### src/rtl/seq_smul_unit_pkg.sv
// seq_smul_unit_pkg: shared state encodings and default width for the sequential SMUL unit.
package seq_smul_unit_pkg;
   localparam int SMUL_WIDTH = 16;
   typedef enum logic [1:0] {
      SMUL_IDLE = 2'd0,
      SMUL_RUN  = 2'd1,
      SMUL_DONE = 2'd2
   } smul_state_t;
endpackage

### src/rtl/seq_smul_unit_booth_step.sv
// booth_step: one radix-2 Booth iteration on {acc, q, q_1}, followed by an arithmetic shift right.
module booth_step #(
   parameter int WIDTH = 16
) (
   input  logic [WIDTH:0]   i_acc,
   input  logic [WIDTH-1:0] i_q,
   input  logic             i_q1,
   input  logic [WIDTH-1:0] i_m,
   output logic [WIDTH:0]   o_acc,
   output logic [WIDTH-1:0] o_q,
   output logic             o_q1
);
   logic [WIDTH:0] w_m;
   logic [WIDTH:0] w_sum;
   assign w_m = {i_m[WIDTH-1], i_m};
   always_comb begin
      w_sum = ({i_q[0], i_q1} == 2'b01) ? i_acc + w_m :
              ({i_q[0], i_q1} == 2'b10) ? i_acc - w_m : i_acc;
      o_acc = {w_sum[WIDTH], w_sum[WIDTH:1]};
      o_q   = {w_sum[0], i_q[WIDTH-1:1]};
      o_q1  = i_q[0];
   end
endmodule

### src/rtl/seq_smul_unit.sv
// seq_smul_unit: multi-cycle signed WIDTH x WIDTH Booth multiplier returning the product as two halves.
module seq_smul_unit
   import seq_smul_unit_pkg::*;
#(
   parameter int WIDTH = SMUL_WIDTH,
   parameter int CNT_W = 5
) (
   input  logic             Clock,
   input  logic             Reset,
   input  logic             iStart,
   input  logic [WIDTH-1:0] iOperandA,
   input  logic [WIDTH-1:0] iOperandB,
   output logic             oBusy,
   output logic             oDone,
   output logic [WIDTH-1:0] oResultLow,
   output logic [WIDTH-1:0] oResultHigh,
   output logic             oWriteEnable
);
   smul_state_t      r_state, w_next_state;
   logic [CNT_W-1:0] r_cnt;
   logic [WIDTH:0]   r_acc, w_acc;
   logic [WIDTH-1:0] r_q, w_q, r_m;
   logic             r_q1, w_q1, w_last;

   booth_step #(.WIDTH(WIDTH)) u_step (
      .i_acc(r_acc), .i_q(r_q), .i_q1(r_q1), .i_m(r_m),
      .o_acc(w_acc), .o_q(w_q), .o_q1(w_q1)
   );

   assign w_last = (r_cnt == CNT_W'(WIDTH - 1));

   always_comb begin
      w_next_state = r_state;
      case (r_state)
         SMUL_IDLE: w_next_state = iStart ? SMUL_RUN : SMUL_IDLE;
         SMUL_RUN:  w_next_state = w_last ? SMUL_DONE : SMUL_RUN;
         default:   w_next_state = SMUL_IDLE;
      endcase
   end

   // The product is captured from the final step so it is already valid while oDone is high.
   always_ff @(posedge Clock) begin
      if (!Reset) begin
         r_state     <= SMUL_IDLE;
         r_cnt       <= '0;
         r_acc       <= '0;
         r_q         <= '0;
         r_q1        <= 1'b0;
         r_m         <= '0;
         oResultLow  <= '0;
         oResultHigh <= '0;
      end else begin
         r_state <= w_next_state;
         if (r_state == SMUL_IDLE && iStart) begin
            r_m   <= iOperandA;
            r_q   <= iOperandB;
            r_acc <= '0;
            r_q1  <= 1'b0;
            r_cnt <= '0;
         end else if (r_state == SMUL_RUN) begin
            r_acc <= w_acc;
            r_q   <= w_q;
            r_q1  <= w_q1;
            r_cnt <= r_cnt + 1'b1;
            if (w_last) begin
               oResultHigh <= w_acc[WIDTH-1:0];
               oResultLow  <= w_q;
            end
         end
      end
   end

   assign oBusy        = (r_state == SMUL_RUN);
   assign oDone        = (r_state == SMUL_DONE);
   assign oWriteEnable = oDone;
endmodule

### config.mk
export PLATFORM = sky130hd
export DESIGN_NAME = seq_smul_unit
export DESIGN_NICKNAME = d
export VERILOG_FILES = /design/src/rtl/seq_smul_unit_pkg.sv /design/src/rtl/seq_smul_unit_booth_step.sv /design/src/rtl/seq_smul_unit.sv
export SDC_FILE = /design/constraint.sdc
export NUM_CORES = 1
export LEC_CHECK = 0
export BUFFER_PORTS_ARGS = -buffer_cell sky130_fd_sc_hd__buf_2
export CORE_MARGIN = 2
export CORE_UTILIZATION = 65
export CTS_BUF_LIST = sky130_fd_sc_hd__clkbuf_8
export DETAILED_ROUTE_END_ITERATION = 10
export PLACE_DENSITY = 0.85
export REMOVE_ABC_BUFFERS = 1
export SYNTH_ARGS = -nofsm -noshare
export SYNTH_HDL_FRONTEND = slang
export SYNTH_SLANG_ARGS = --single-unit
### constraint.sdc
create_clock -name Clock -period 4.83 [get_ports Clock]
set_clock_uncertainty 0.15 [all_clocks]
set_input_delay 0.2415 -clock Clock [delete_from_list [all_inputs] [get_ports Clock]]
set_output_delay 0.2415 -clock Clock [all_outputs]
set_load 0.02 [all_outputs]
# Yosys cells after proc, flatten, opt, wreduce, memory -nomap -nowiden
# Cells that the tools add are included.
# word_totals
ff_bits	88
input_bits	35
out_inout_bits	35
elab_cells	30
# classes
add_sub_neg	3
eq_ne	5
muxes	7
n_bitwise	2
n_reduce_logical	5
# ops
cell	n
17-bit 2-to-1 mux	2
16-bit 2-to-1 mux	2
16-bit by 16-bit adder with 17-bit output	1
16-bit by 16-bit subtractor with 17-bit output	1
5-bit by 1-bit adder with 5-bit output, second input constant	1
5-bit by 4-bit == test with 1-bit output, second input constant	1
2-bit by 1-bit == test with 1-bit output, second input constant	2
2-bit == test, second input constant	2
2-bit case mux with 2 select lines	1
3-bit AND reduction	1
2-bit zero test	1
2-bit 2-to-1 mux	1
1-bit inverter	2
2-bit nonzero test	1
2-bit OR reduction	1
1-bit logical AND	1
1-bit 2-to-1 mux	1

# Longest topological paths before layout
# logic_depth
word_depth	5
mapped_depth	11
mapped_depth_nobuf	10

# Modules after synthesis
# Synthesis repeated with hierarchy kept, for this count alone.
# hier_totals
cells_unflattened	686
area_unflattened_um2	5306.3
# by_module_without_submodules
mod	n_inst	cells_each	area_per_inst_um2	seq_area_each_um2
seq_smul_unit	1	398	3394.5	1781.7
booth_step	1	288	1911.8	0.0

# Worst setup path after synthesis
# Ideal clock, no wire load.
# synth_path
kind	reg-to-reg
startpoint	reg r_acc[0]
endpoint	reg r_acc[9]
setup_ns	0.146
t_arrival_ns	2.330
required_ns	4.534
setup_slack_ns	2.204
path_stages_with_launch	11
n_path_buf	0
synth_period_minus_slack_ns	2.626
path_cell_list	dfxtp_1 -> inv_1 -> ha_1 -> fa_1 -> nor2b_1 -> o211ai_1 -> a311oi_2 -> nand3b_1 -> a31oi_1 -> a2111oi_2 -> a211oi_2
# synth_between
elab_chain_cells	3
word_cells_on_any_way	4
cone_classes	add/sub (2); mux (2)
# synth_rtl
item	line	source
from (decl)	seq_smul_unit.sv:21	logic [WIDTH:0] r_acc, w_acc;
from (signal assigned)	seq_smul_unit.sv:61	r_acc <= w_acc;
16-bit by 16-bit subtractor with 17-bit output	seq_smul_unit_booth_step.sv:18	({i_q[0], i_q1} == 2'b10) ? i_acc - w_m : i_acc;
17-bit 2-to-1 mux	seq_smul_unit_booth_step.sv:18	
17-bit 2-to-1 mux *	seq_smul_unit_booth_step.sv:17	w_sum = ({i_q[0], i_q1} == 2'b01) ? i_acc + w_m :
# Mark *: on every way between the ends. The rest lies on a longest branch, timed or not.
# A chain may end at the register's enable or synchronous reset.

# Worst setup path after layout
# layout_path
startpoint	reg r_acc[0]
endpoint	reg r_acc[13]
# Same word-level chain as after synthesis.

==> qor.csv <==
metric,value,unit
dpl.hpwl,10500,um
synth.top_cell.area_share,0.331,
die_x,94.5,um
p_sw_frac,0.353,
drc_errors,0,
synth_compound_area_frac,0.288,
min_period_over_period,0.640,
grt_pass1_vias,5242,
setup_viol,0,
cts_resized,0,
synthToLayoutAreaGrowth,12.9,%
cts_htree_levels,3,
final.setup.tns,0,ps
synthesis.area,5320,um^2
synth-edff-count,0,
pre_cts_ws,1790,ps
clkPwrFrac,0.304,
dieArea,8930,um^2
synth_seq_area_share,0.331,
dpl_cell_area,5650,um^2
max_slew_margin,0.260,
wire_per_inst,18.1,um
postCtsHoldBufs,16,
cp_cell_sequence,inv_1 -> ha_1 -> fa_1 -> nor2b_1 -> o211ai_1 -> a311oi_2 -> a31oi_1 -> xnor2_1 -> o2111a_1 -> a211oi_1,
power.share.combinational,0.241,
min_period,3090,ps
num_vias,5349,
cp_top_family,compound AO/OA/AOI/OAI gates,
clk_path_buf_depth,2,
port_buffers,69,
synth_top_family_by_area,compound AO/OA/AOI/OAI gates,
status,completed,
cts_tree,yes,
synth.top_cells.by_area,"dfxtp_1 33%, ha_1 8.0%, nand2_1 8.0%",
crit_buf_inv,1,
cell_internal_pwr,1.12,mW
ys_types,62,
viasPerCell,6.28,
avgSynthCellArea,7.73,um^2
slowest_stage,a311oi_2,
fp.coreArea,8090,um^2
antenna_left,0,
ir_drop,222,uV
maxCapViolCount,0,
start_util,0.658,
grt_antenna_before_repair,0,
design_area,6010,um^2
cp_max_fo,5,
root_buffer,clkbuf_8,
fin_nets,813,
power_switching,0.611,mW
grt_overflow_total,0,
post_cts_buffers,0,
grt_usage,0.358,
sequentialPowerShare,0.456,
worst-setup-path-type,flip-flop to flip-flop,
synth_cells,688,
place.gp.congestion,0.944,
clk_pin_slew_worst_paths,110,ps
drive_above_1_share,0.137,
synth-simple-area-share,0.187,
worstPathRequired,4950,ps
min_path_type,primary input to flip-flop,
timing.final.ws_setup,1740,ps
final_core_util,0.742,
ys.flop_type,dfxtp_1,
leakage,2.50,nW
max_stage_delay,560,ps
synth-adder-area-share,0.0875,
worst_pin_slew,1110,ps
placementRows,33,
ys_ff_latch,88,
crit_path_start_kind,flip-flop,
ys_warn_count,0,
num_antenna_cells,0,
critPathArrivalTime,3210,ps
cts.sinks,88,
power_density,288,nW/um^2
io_pins,70,
synthXorXnorAreaFrac,0.0346,
hold_viol,0,
die_h,94.5,um
dr.pass1.iters,6,
max_freq,0.324,GHz
drt_iter0_drc,350,
grt_pass1_wl,25300,um
cts_made_buffers,9,
grt_max_degree,68,
rsz0062_at_grt,no,
muxShareOfSynthArea,0.00988,
drv_slew,0,
clk_latency,370,ps
wl,15400,um
async_reset_ff_frac,0,
yosys.area.top_type,dfxtp_1,
cp-end-kind,flip-flop,
-- layout by cell type (no fill, tap or decap), types with 6 or more instances in the layout --
cell type	instances
ha_1	34
nand2_1	113
buf_2	69
nand2b_1	10
o22ai_1	16
a31oi_1	9
xor2_1	6
nand3_1	11
xnor2_1	15
a211oi_1	11
o31ai_1	7
and3_1	8
nor2b_1	7
buf_4	7
nor2_1	43
a21oi_1	60
dlygate4sd3_1	16
o211ai_1	12
a21boi_0	37
clkbuf_8	9
dfxtp_1	88
inv_1	31
nand4_1	6
o21ai_0	39
-- synthesized netlist by cell type (all sizes together), types with 3 or more instances --
cell,count
nor4,5
nor2,43
buf,10
nand3,11
inv,33
nand2,113
xnor2,15
a21o,4
ha,34
o211ai,12
o31ai,7
nor2b,7
and2,3
a21boi,40
xor2,6
dfxtp,88
o21ai,41
a2111oi,3
nand2b,10
nor3,5
o22ai,16
mux2i,3
clkbuf,39
a31oi,9
a211oi,12
a21oi,60
o21a,3
and3,8
nand4,6
a221oi,4
-- worst register-to-register path: stages, from the launching register on --
cell and delay (ps):
dfxtp_1 390, inv_1 60, ha_1 220, fa_1 420
nor2b_1 200, o211ai_1 140, a311oi_2 560, a31oi_1 200
xnor2_1 170, o2111a_1 250, a211oi_1 240
-- logic make-up (layout without fill, tap and decap cells) --
group           count (synthesis)  in the layout
compound gates                232            232
xor+xnor                       21             21
fa+ha+maj                      36             36
buf+inv                        84            143
flops                          88             88
mux                             5              5
simple gates                  222            222
-- registers in the layout, indices dropped and copies added (netlist names) --
register	flops
r_q1	1
r_cnt	5
r_state	2
r_m	16
r_acc	16
oResultLow	16
oResultHigh	16
r_q	16
-- metrics by stage --
step	cells	hold slack (ps)	total power, mW
after floorplan	639	213	1.08
after global placement	820	289	1.19
after detailed placement	820	291	1.20
after CTS	852	16.0	1.72
after global routing	852	27.0	1.80
final	852	20.6	1.73
-- final timing paths --
kind / start / endpoint / slack [ps] / depth (start not counted)
setup reg to reg: r_acc[0] / r_acc[13] / 1740 / 10
setup / recovery: r_acc[0] / r_acc[13] / 1740 / 10
hold reg to reg: oResultHigh[7] / oResultHigh[7] / 300 / 2
hold / removal: iOperandB[13] / r_q[13] / 20 / 3
-- per-layer routing --
layer  up-vias  global-route usage  wire, um
met3        33              0.0710      1320
met5         -                   0         0
met2       258               0.604      7380
met4         0               0.128       324
met1      2531               0.455      6420
li1       2527                   -         -
-- power by group through the flow --
| stage | Sequential, mW | Combinational, mW | Clock (mW) |
|---|---|---|---|
| 2_1_floorplan | 0.795 | 0.283 | 0 |
| 3_5_place_dp | 0.804 | 0.391 | 0 |
| 3_3_place_gp | 0.802 | 0.383 | 0 |
| 5_1_grt | 0.793 | 0.455 | 0.557 |
| 6_report | 0.788 | 0.417 | 0.526 |
| 4_1_cts | 0.787 | 0.405 | 0.529 |
-- final cells by class --
class                      instances  area [um^2]
clock buffer                       9          124
tap                              105          131
multi-input combinational        516         3230
sequential                        88         1760
inverter                          35          131
clock inverter                     7         73.8
timing repair buffer              92          558
fill                             662         2080
(Power assumes the default switching activity.)
